--- config.mk ---
export PLATFORM = sky130hd
export DESIGN_NAME = gray_counter_ud
export DESIGN_NICKNAME = d
export VERILOG_FILES = /design/src/rtl/gray_pkg.sv /design/src/rtl/gray_adj_check.sv /design/src/rtl/gray_counter_ud.sv
export SDC_FILE = /design/constraint.sdc
export NUM_CORES = 1
export LEC_CHECK = 0
export CAP_MARGIN = 0
export CORE_MARGIN = 2
export CORE_UTILIZATION = 40
export DETAILED_ROUTE_END_ITERATION = 10
export HOLD_SLACK_MARGIN = 0.12
export PLACE_DENSITY_LB_ADDON = 0.2
export SLEW_MARGIN = 20
export SYNTH_ARGS = -nofsm -noshare
export SYNTH_HDL_FRONTEND = slang
export SYNTH_SLANG_ARGS = --single-unit
--- constraint.sdc ---
create_clock -name clk -period 6.9 [get_ports clk]
set_clock_uncertainty 0.2 [all_clocks]
set_input_delay 0.69 -clock clk [delete_from_list [all_inputs] [get_ports clk]]
set_output_delay 0.69 -clock clk [all_outputs]
set_load 0.05 [all_outputs]
--- src/rtl/gray_pkg.sv ---
// Shared Gray-code helpers and direction type for the up/down Gray counter.
package gray_pkg;

   localparam int unsigned GrayMaxWidth = 32;

   typedef enum logic {
      DIR_DOWN = 1'b0,
      DIR_UP   = 1'b1
   } gray_dir_e;

   // Callers zero-extend to GrayMaxWidth and truncate the result back to their width.
   function automatic logic [GrayMaxWidth-1:0] bin2gray(input logic [GrayMaxWidth-1:0] bin);
      return bin ^ (bin >> 1);
   endfunction

   function automatic logic [GrayMaxWidth-1:0] gray2bin(input logic [GrayMaxWidth-1:0] gray);
      logic [GrayMaxWidth-1:0] bin;
      bin[GrayMaxWidth-1] = gray[GrayMaxWidth-1];
      for (int i = GrayMaxWidth - 2; i >= 0; i--) begin
         bin[i] = bin[i+1] ^ gray[i];
      end
      return bin;
   endfunction

endpackage

--- src/rtl/gray_adj_check.sv ---
// Sticky checker: flags any counting step whose Gray codes differ in other than one bit.
module gray_adj_check #(
   parameter int unsigned WIDTH = 11
) (
   input  logic             clk,
   input  logic             rst,
   input  logic             chk_en,
   input  logic [WIDTH-1:0] gray,
   output logic             adj_err
);

   logic [WIDTH-1:0] prev_q;
   logic             chk_q;
   logic             err_q;
   logic             err_now;

   // chk_q marks that the edge which produced the current gray was a counting edge.
   assign err_now = chk_q && ($countones(prev_q ^ gray) != 1);
   assign adj_err = err_q | err_now;

   always_ff @(posedge clk or posedge rst) begin
      if (rst) begin
         prev_q <= '0;
         chk_q  <= 1'b0;
         err_q  <= 1'b0;
      end else begin
         prev_q <= gray;
         chk_q  <= chk_en;
         err_q  <= err_q | err_now;
      end
   end

   always_ff @(posedge clk) begin
      if (!rst && chk_q) begin
         assert ($countones(prev_q ^ gray) == 1)
         else $warning("gray_adj_check: non-adjacent Gray step %h -> %h", prev_q, gray);
      end
   end

endmodule

--- src/rtl/gray_counter_ud.sv ---
// Up/down Gray counter with load, enable and one-cycle wrap pulse.
// Define GRAY_ADJ_CHECK_EN to add the sticky adj_err adjacency checker output.
module gray_counter_ud
   import gray_pkg::*;
#(
   parameter int unsigned WIDTH   = 11,
   parameter int unsigned RST_VAL = 0
) (
   input  logic             clk,
   input  logic             rst,
   input  logic             en,
   input  logic             up,
   input  logic             load,
   input  logic [WIDTH-1:0] load_val,
   output logic [WIDTH-1:0] bin_cnt,
   output logic [WIDTH-1:0] gray_cnt,
   output logic             wrap
`ifdef GRAY_ADJ_CHECK_EN
   ,
   output logic             adj_err
`endif
);

   localparam logic [WIDTH-1:0] RstBin  = RST_VAL[WIDTH-1:0];
   localparam logic [WIDTH-1:0] RstGray = RstBin ^ (RstBin >> 1);

   logic [WIDTH-1:0] bin_q, bin_d;
   logic [WIDTH-1:0] gray_q, gray_d;
   logic             wrap_q, wrap_d;
   gray_dir_e        dir;

   assign dir = gray_dir_e'(up);

   always_comb begin
      bin_d  = bin_q;
      wrap_d = 1'b0;
      if (load) begin
         bin_d = load_val;
      end else if (en) begin
         if (dir == DIR_UP) begin
            bin_d  = bin_q + 1'b1;
            wrap_d = (bin_q == {WIDTH{1'b1}});
         end else begin
            bin_d  = bin_q - 1'b1;
            wrap_d = (bin_q == '0);
         end
      end
      // Gray derives from the next binary value so both registers update in lockstep.
      gray_d = WIDTH'(bin2gray(GrayMaxWidth'(bin_d)));
   end

   always_ff @(posedge clk or posedge rst) begin
      if (rst) begin
         bin_q  <= RstBin;
         gray_q <= RstGray;
         wrap_q <= 1'b0;
      end else begin
         bin_q  <= bin_d;
         gray_q <= gray_d;
         wrap_q <= wrap_d;
      end
   end

   assign bin_cnt  = bin_q;
   assign gray_cnt = gray_q;
   assign wrap     = wrap_q;

`ifdef GRAY_ADJ_CHECK_EN
   gray_adj_check #(
      .WIDTH (WIDTH)
   ) u_adj_check (
      .clk     (clk),
      .rst     (rst),
      .chk_en  (en & ~load),
      .gray    (gray_cnt),
      .adj_err (adj_err)
   );
`endif

endmodule

# [Word level (Yosys, flattened, before mapping)]
# Cells that the tools add are included.
[word_totals] regBits=23 input_bits=16 elab_cells=14
[classes] add_sub_neg=2 eq_ne=1 n_mux=6 n_bitwise=1 n_reduce_logical=1
[ops] cell="11-bit 2-to-1 mux" count=3
[ops] cell="11-bit by 1-bit adder with 11-bit output, second input constant" count=1
[ops] cell="11-bit equality test, second input constant" count=1
[ops] cell="11-bit zero test" count=1
[ops] cell="11-bit by 1-bit subtractor with 11-bit output, second input constant" count=1
[ops] cell="11-bit by 10-bit bitwise XOR with 11-bit output" count=1
[ops] cell="1-bit 2-to-1 mux" count=3

# [Depth between registers and ports, before layout]
[depth] ltp_word=5 depth_mapped=9 mapped_depth_nobuf=9

# [Worst setup path before layout]
# Ideal clock, no wire load.
[synth_timing] kind="input port to flip-flop" start="input up" end="register gray_q[7], in the netlist gray_cnt[7]" setup_ns=0.139 t_arrival_ns=2.473 required_ns=6.561 setup_slack_ns=4.088 stages=9 path_cell_list="inv_1 > fa_1 > a211oi_1 > o21ai_0 > a21oi_1 > o21ba_2 > nor3_1 > nand3b_1 > xor2_1"
[synth_via] elab_chain_cells=4
[synth_rtl] item="from (decl)" line="gray_counter_ud.sv:12" text="input logic up,"
[synth_rtl] item="11-bit 2-to-1 mux" line="gray_counter_ud.sv:40" text="if (dir == DIR_UP) begin"
[synth_rtl] item="11-bit 2-to-1 mux" line="gray_counter_ud.sv:39" text="end else if (en) begin"
[synth_rtl] item="11-bit 2-to-1 mux" line="gray_counter_ud.sv:37" text="if (load) begin"
[synth_rtl] item="named net bin_d[8]" line="gray_counter_ud.sv:27" text="logic [WIDTH-1:0] bin_q, bin_d;"
[synth_rtl] item="11-bit by 10-bit bitwise XOR with 11-bit output" line="gray_pkg.sv:13" text="return bin ^ (bin >> 1);"
[synth_rtl] item="named net gray_d[7]" line="gray_counter_ud.sv:28" text="logic [WIDTH-1:0] gray_q, gray_d;"
[synth_rtl] item="to (signal assigned)" line="gray_counter_ud.sv:55" text="gray_q <= RstGray;"
[synth_rtl] item="to (signal assigned)" line="gray_counter_ud.sv:59" text="gray_q <= gray_d;"
[synth_rtl] item="to (decl)" line="gray_counter_ud.sv:28"
# The timed path passes the listed nets, and every way through them passes these cells.

# [Final worst setup path]
# Ends and elaborated chain as after synthesis.

==> impl_metrics.tcl <==
set metrics [dict create \
    cp-end-kind "flip-flop" \
    dpl.hpwl_um 2568 \
    grt_max_degree 24 \
    numCtsBuffers 3 \
    cts_setup_buffers 0 \
    grt_pass1_wl_um 5306 \
    avgViaCountPerCell 5.185 \
    cts_resized 0 \
    hold_buffers 0 \
    layout_min_cycle_time_ns 3.334 \
    die-area_sq_um 4006 \
    cp_max_fo 12 \
    syn_nets 169 \
    ir_worst_vdd_uv 168.7 \
    synth_top_cell_by_area "dfrtp_1" \
    port-buffer-count 38 \
    place.gp.congestion 0.9507 \
    finalHoldViolations 0 \
    syn2layout_area_growth_pct 32.30 \
    grt_pass1_vias 1145 \
    async_reset_ff_frac 1.000 \
    core-area_sq_um 3363 \
    p_comb_frac 0.575 \
    multi_input_area_sq_um 798.3 \
    fillers 341 \
    final_nets 208 \
    period_share 0.4832 \
    diodes 0 \
    seqPwrFrac 0.312 \
    layoutNonFillerInstCount 227 \
    drc 0 \
    wl_per_cell_um 14.31 \
    netSwitchingFraction 0.4674 \
    yosysUniqueCellTypes 37 \
    worstPathRequired_ns 6.88 \
    hp-class "flip-flop to flip-flop" \
    outcome "complete, no violations" \
    finalPower_mw 0.6049 \
    cts_tree "yes" \
    drt_iter0_markers 55 \
    drt-total-wl_um 3249 \
    ys_seq_area_frac 0.3915 \
    antenna_found_initial 0 \
    drv_cap 0 \
    clk-insertion-delay-late_ns 0.30 \
    synth_area_leaders "dfrtp_1 39%, ha_1 8.0%, xnor2_1 6.9%" \
    syn_avg_cell_area_sq_um 9.835 \
    path_clk_slew_ns 0.12 \
    arrival_ns 3.31 \
    row_count 21 \
    dp_cells 223 \
    fmax_mhz 299.9 \
    ys.flop_type "dfrtp_1" \
    cts.sinks 22 \
    cpPeakStageDelay_ns 0.55 \
    p_per_area_nw_per_um2 325.1 \
    cts_max_level 1 \
    yosysTopAreaCellShare 0.3915 \
    maxSlewHeadroom 0.4686 \
    power_switching_mw 0.2828 \
    rsz0062_at_grt "no" \
    vias 1177 \
    cts_root_buf "clkbuf_4" \
    worstSetupStartpointType "input pin" \
    p_int_mw 0.3222 \
    crit_chain "clkdlybuf4s50_1 > inv_1 > fa_1 > a211oi_1 > o21ai_0 > a21oi_1 > o21ba_2 > nor3_1 > nand3b_1 > xor2_1" \
    fin_tns_setup_ns 0 \
    syn_area_sq_um 1406 \
    clkPwrFrac 0.113 \
    fp.dieH_um 63.30 \
    track_usage 0.1689 \
    ys_ff_latch 22 \
    leakage_nw 0.7864 \
    fp.dieW_um 63.30 \
    crit_type "input pin to flip-flop" \
    clockBufferDepth 2 \
    first_pass_iters 4 \
    final_util 0.5532 \
    synth_edf_count 0 \
    drive_gt1_frac 0.06077 \
    ys_warn_count 0 \
    slew_viol_final 0 \
    place_ws_ns 3.249 \
    syn_inst 143 \
    pin_count 39 \
    fin_ws_ns 3.566 \
    ff_latch_area_sq_um 550.5 \
    antenna_left 0 \
    slowest_stage "clkdlybuf4s50_1" \
    start_util 0.4182 \
    setup_viol 0 \
    grt_overflow 0 \
    worstMarginPinSlew_ns 0.7963 \
]
## synthesized netlist by cell type (3+ instances only)
cell,instances
a21oi_1,11
a22o_1,3
dfrtp_1,22
ha_1,9
inv_1,10
mux2i_1,3
nand2_1,9
nand3_1,3
nand4_1,3
nor2_1,7
nor3_1,4
nor4_1,3
o21ai_0,8
xnor2_1,11
xor2_1,6
## routing by layer
| layer | wire [um] | part of all wire | GRT usage |
|---|---|---|---|
| met3 | 131 | 0.040 | 0.03929 |
| met4 | 0 | 0 | 0.02446 |
| met1 | 1442 | 0.44 | 0.2089 |
| met2 | 1675 | 0.52 | 0.3059 |
| met5 | 0 | 0 | 0 |
## power groups by stage
stage                     registers, mW  logic, mW  clock network, mW
final                             0.189      0.348             0.0686
after global routing              0.194      0.370             0.0780
after CTS                         0.189      0.351             0.0714
after detailed placement          0.192      0.350                  0
after global placement            0.190      0.348                  0
after floorplan                   0.301      0.134                  0
## state kept, by name, indices dropped and copies added, names as in the netlist
name / count
bin_cnt: 11
wrap: 1
gray_cnt: 10
## worst max-delay path, delay by kind of cell
| kind | cells | cell delay (ns) |
|---|---|---|
| fa+ha+maj | 1 | 0.53 |
| compound gates | 4 | 0.84 |
| simple gates | 2 | 0.27 |
| xor+xnor | 1 | 0.19 |
| buf+inv | 2 | 0.79 |
## final timing paths
check	to	cells past startpoint	start	slack (ns)
max	gray_cnt[7]	10	up	3.57
min	wrap	3	bin_cnt[5]	0.53
max reg2reg	gray_cnt[7]	8	bin_cnt[0]	4.28
min reg2reg	wrap	3	bin_cnt[5]	0.53
max in group asynchronous	gray_cnt[2]	2	rst	5.38
min in group asynchronous	bin_cnt[6]	2	rst	0.62
## layout by cell type, fill, tap and decap left out, drive strengths merged
| cell type | Yosys | final |
|---|---|---|
| a211o | 1 | 1 |
| a211oi | 2 | 2 |
| a21o | 3 | 3 |
| a21oi | 12 | 12 |
| a22o | 3 | 3 |
| a22oi | 2 | 2 |
| a31oi | 5 | 5 |
| clkbuf | 2 | 4 |
| clkdlybuf4s50 | 0 | 38 |
| dfrtp | 22 | 22 |
| fa | 1 | 1 |
| ha | 9 | 9 |
| inv | 10 | 10 |
| mux2i | 3 | 3 |
| nand2 | 9 | 9 |
| nand2b | 2 | 2 |
| nand3 | 3 | 3 |
| nand3b | 1 | 1 |
| nand4 | 3 | 3 |
| nor2 | 7 | 7 |
| nor2b | 1 | 1 |
| nor3 | 4 | 4 |
| nor3b | 2 | 2 |
| nor4 | 3 | 3 |
| o211ai | 2 | 2 |
| o21a | 2 | 2 |
| o21ai | 8 | 8 |
| o21ba | 1 | 1 |
| o21bai | 1 | 1 |
| xnor2 | 11 | 11 |
| xor2 | 6 | 6 |
## stage by stage
stage,cell area (sq um),hold WS [ns]
2_1_floorplan,1406,0.4792
3_3_place_gp,1824,0.5254
3_5_place_dp,1824,0.5159
4_1_cts,1861,0.5329
5_1_grt,1861,0.5999
6_report,1861,0.5258
## final cells by class
type | instances | share of cell area
Multi-Input combinational cell | 107 | 0.4291
Sequential cell | 22 | 0.2959
Tap cell | 46 | 0.03093
Clock buffer | 4 | 0.01950
Inverter | 10 | 0.02017
Timing Repair Buffer | 38 | 0.2044
## cell families after synthesis
family | Yosys count | synth area share
AO/OA/AOI/OAI | 42 | 0.2224
XOR/XNOR | 17 | 0.1059
adder cells (fa/ha/maj) | 10 | 0.09431
buffers and inverters | 14 | 0.04093
flip-flops | 22 | 0.3915
multiplexers | 3 | 0.02135
AND/OR/NAND/NOR | 35 | 0.1237
No activity file was read; power rests on OpenSTA's default activity.
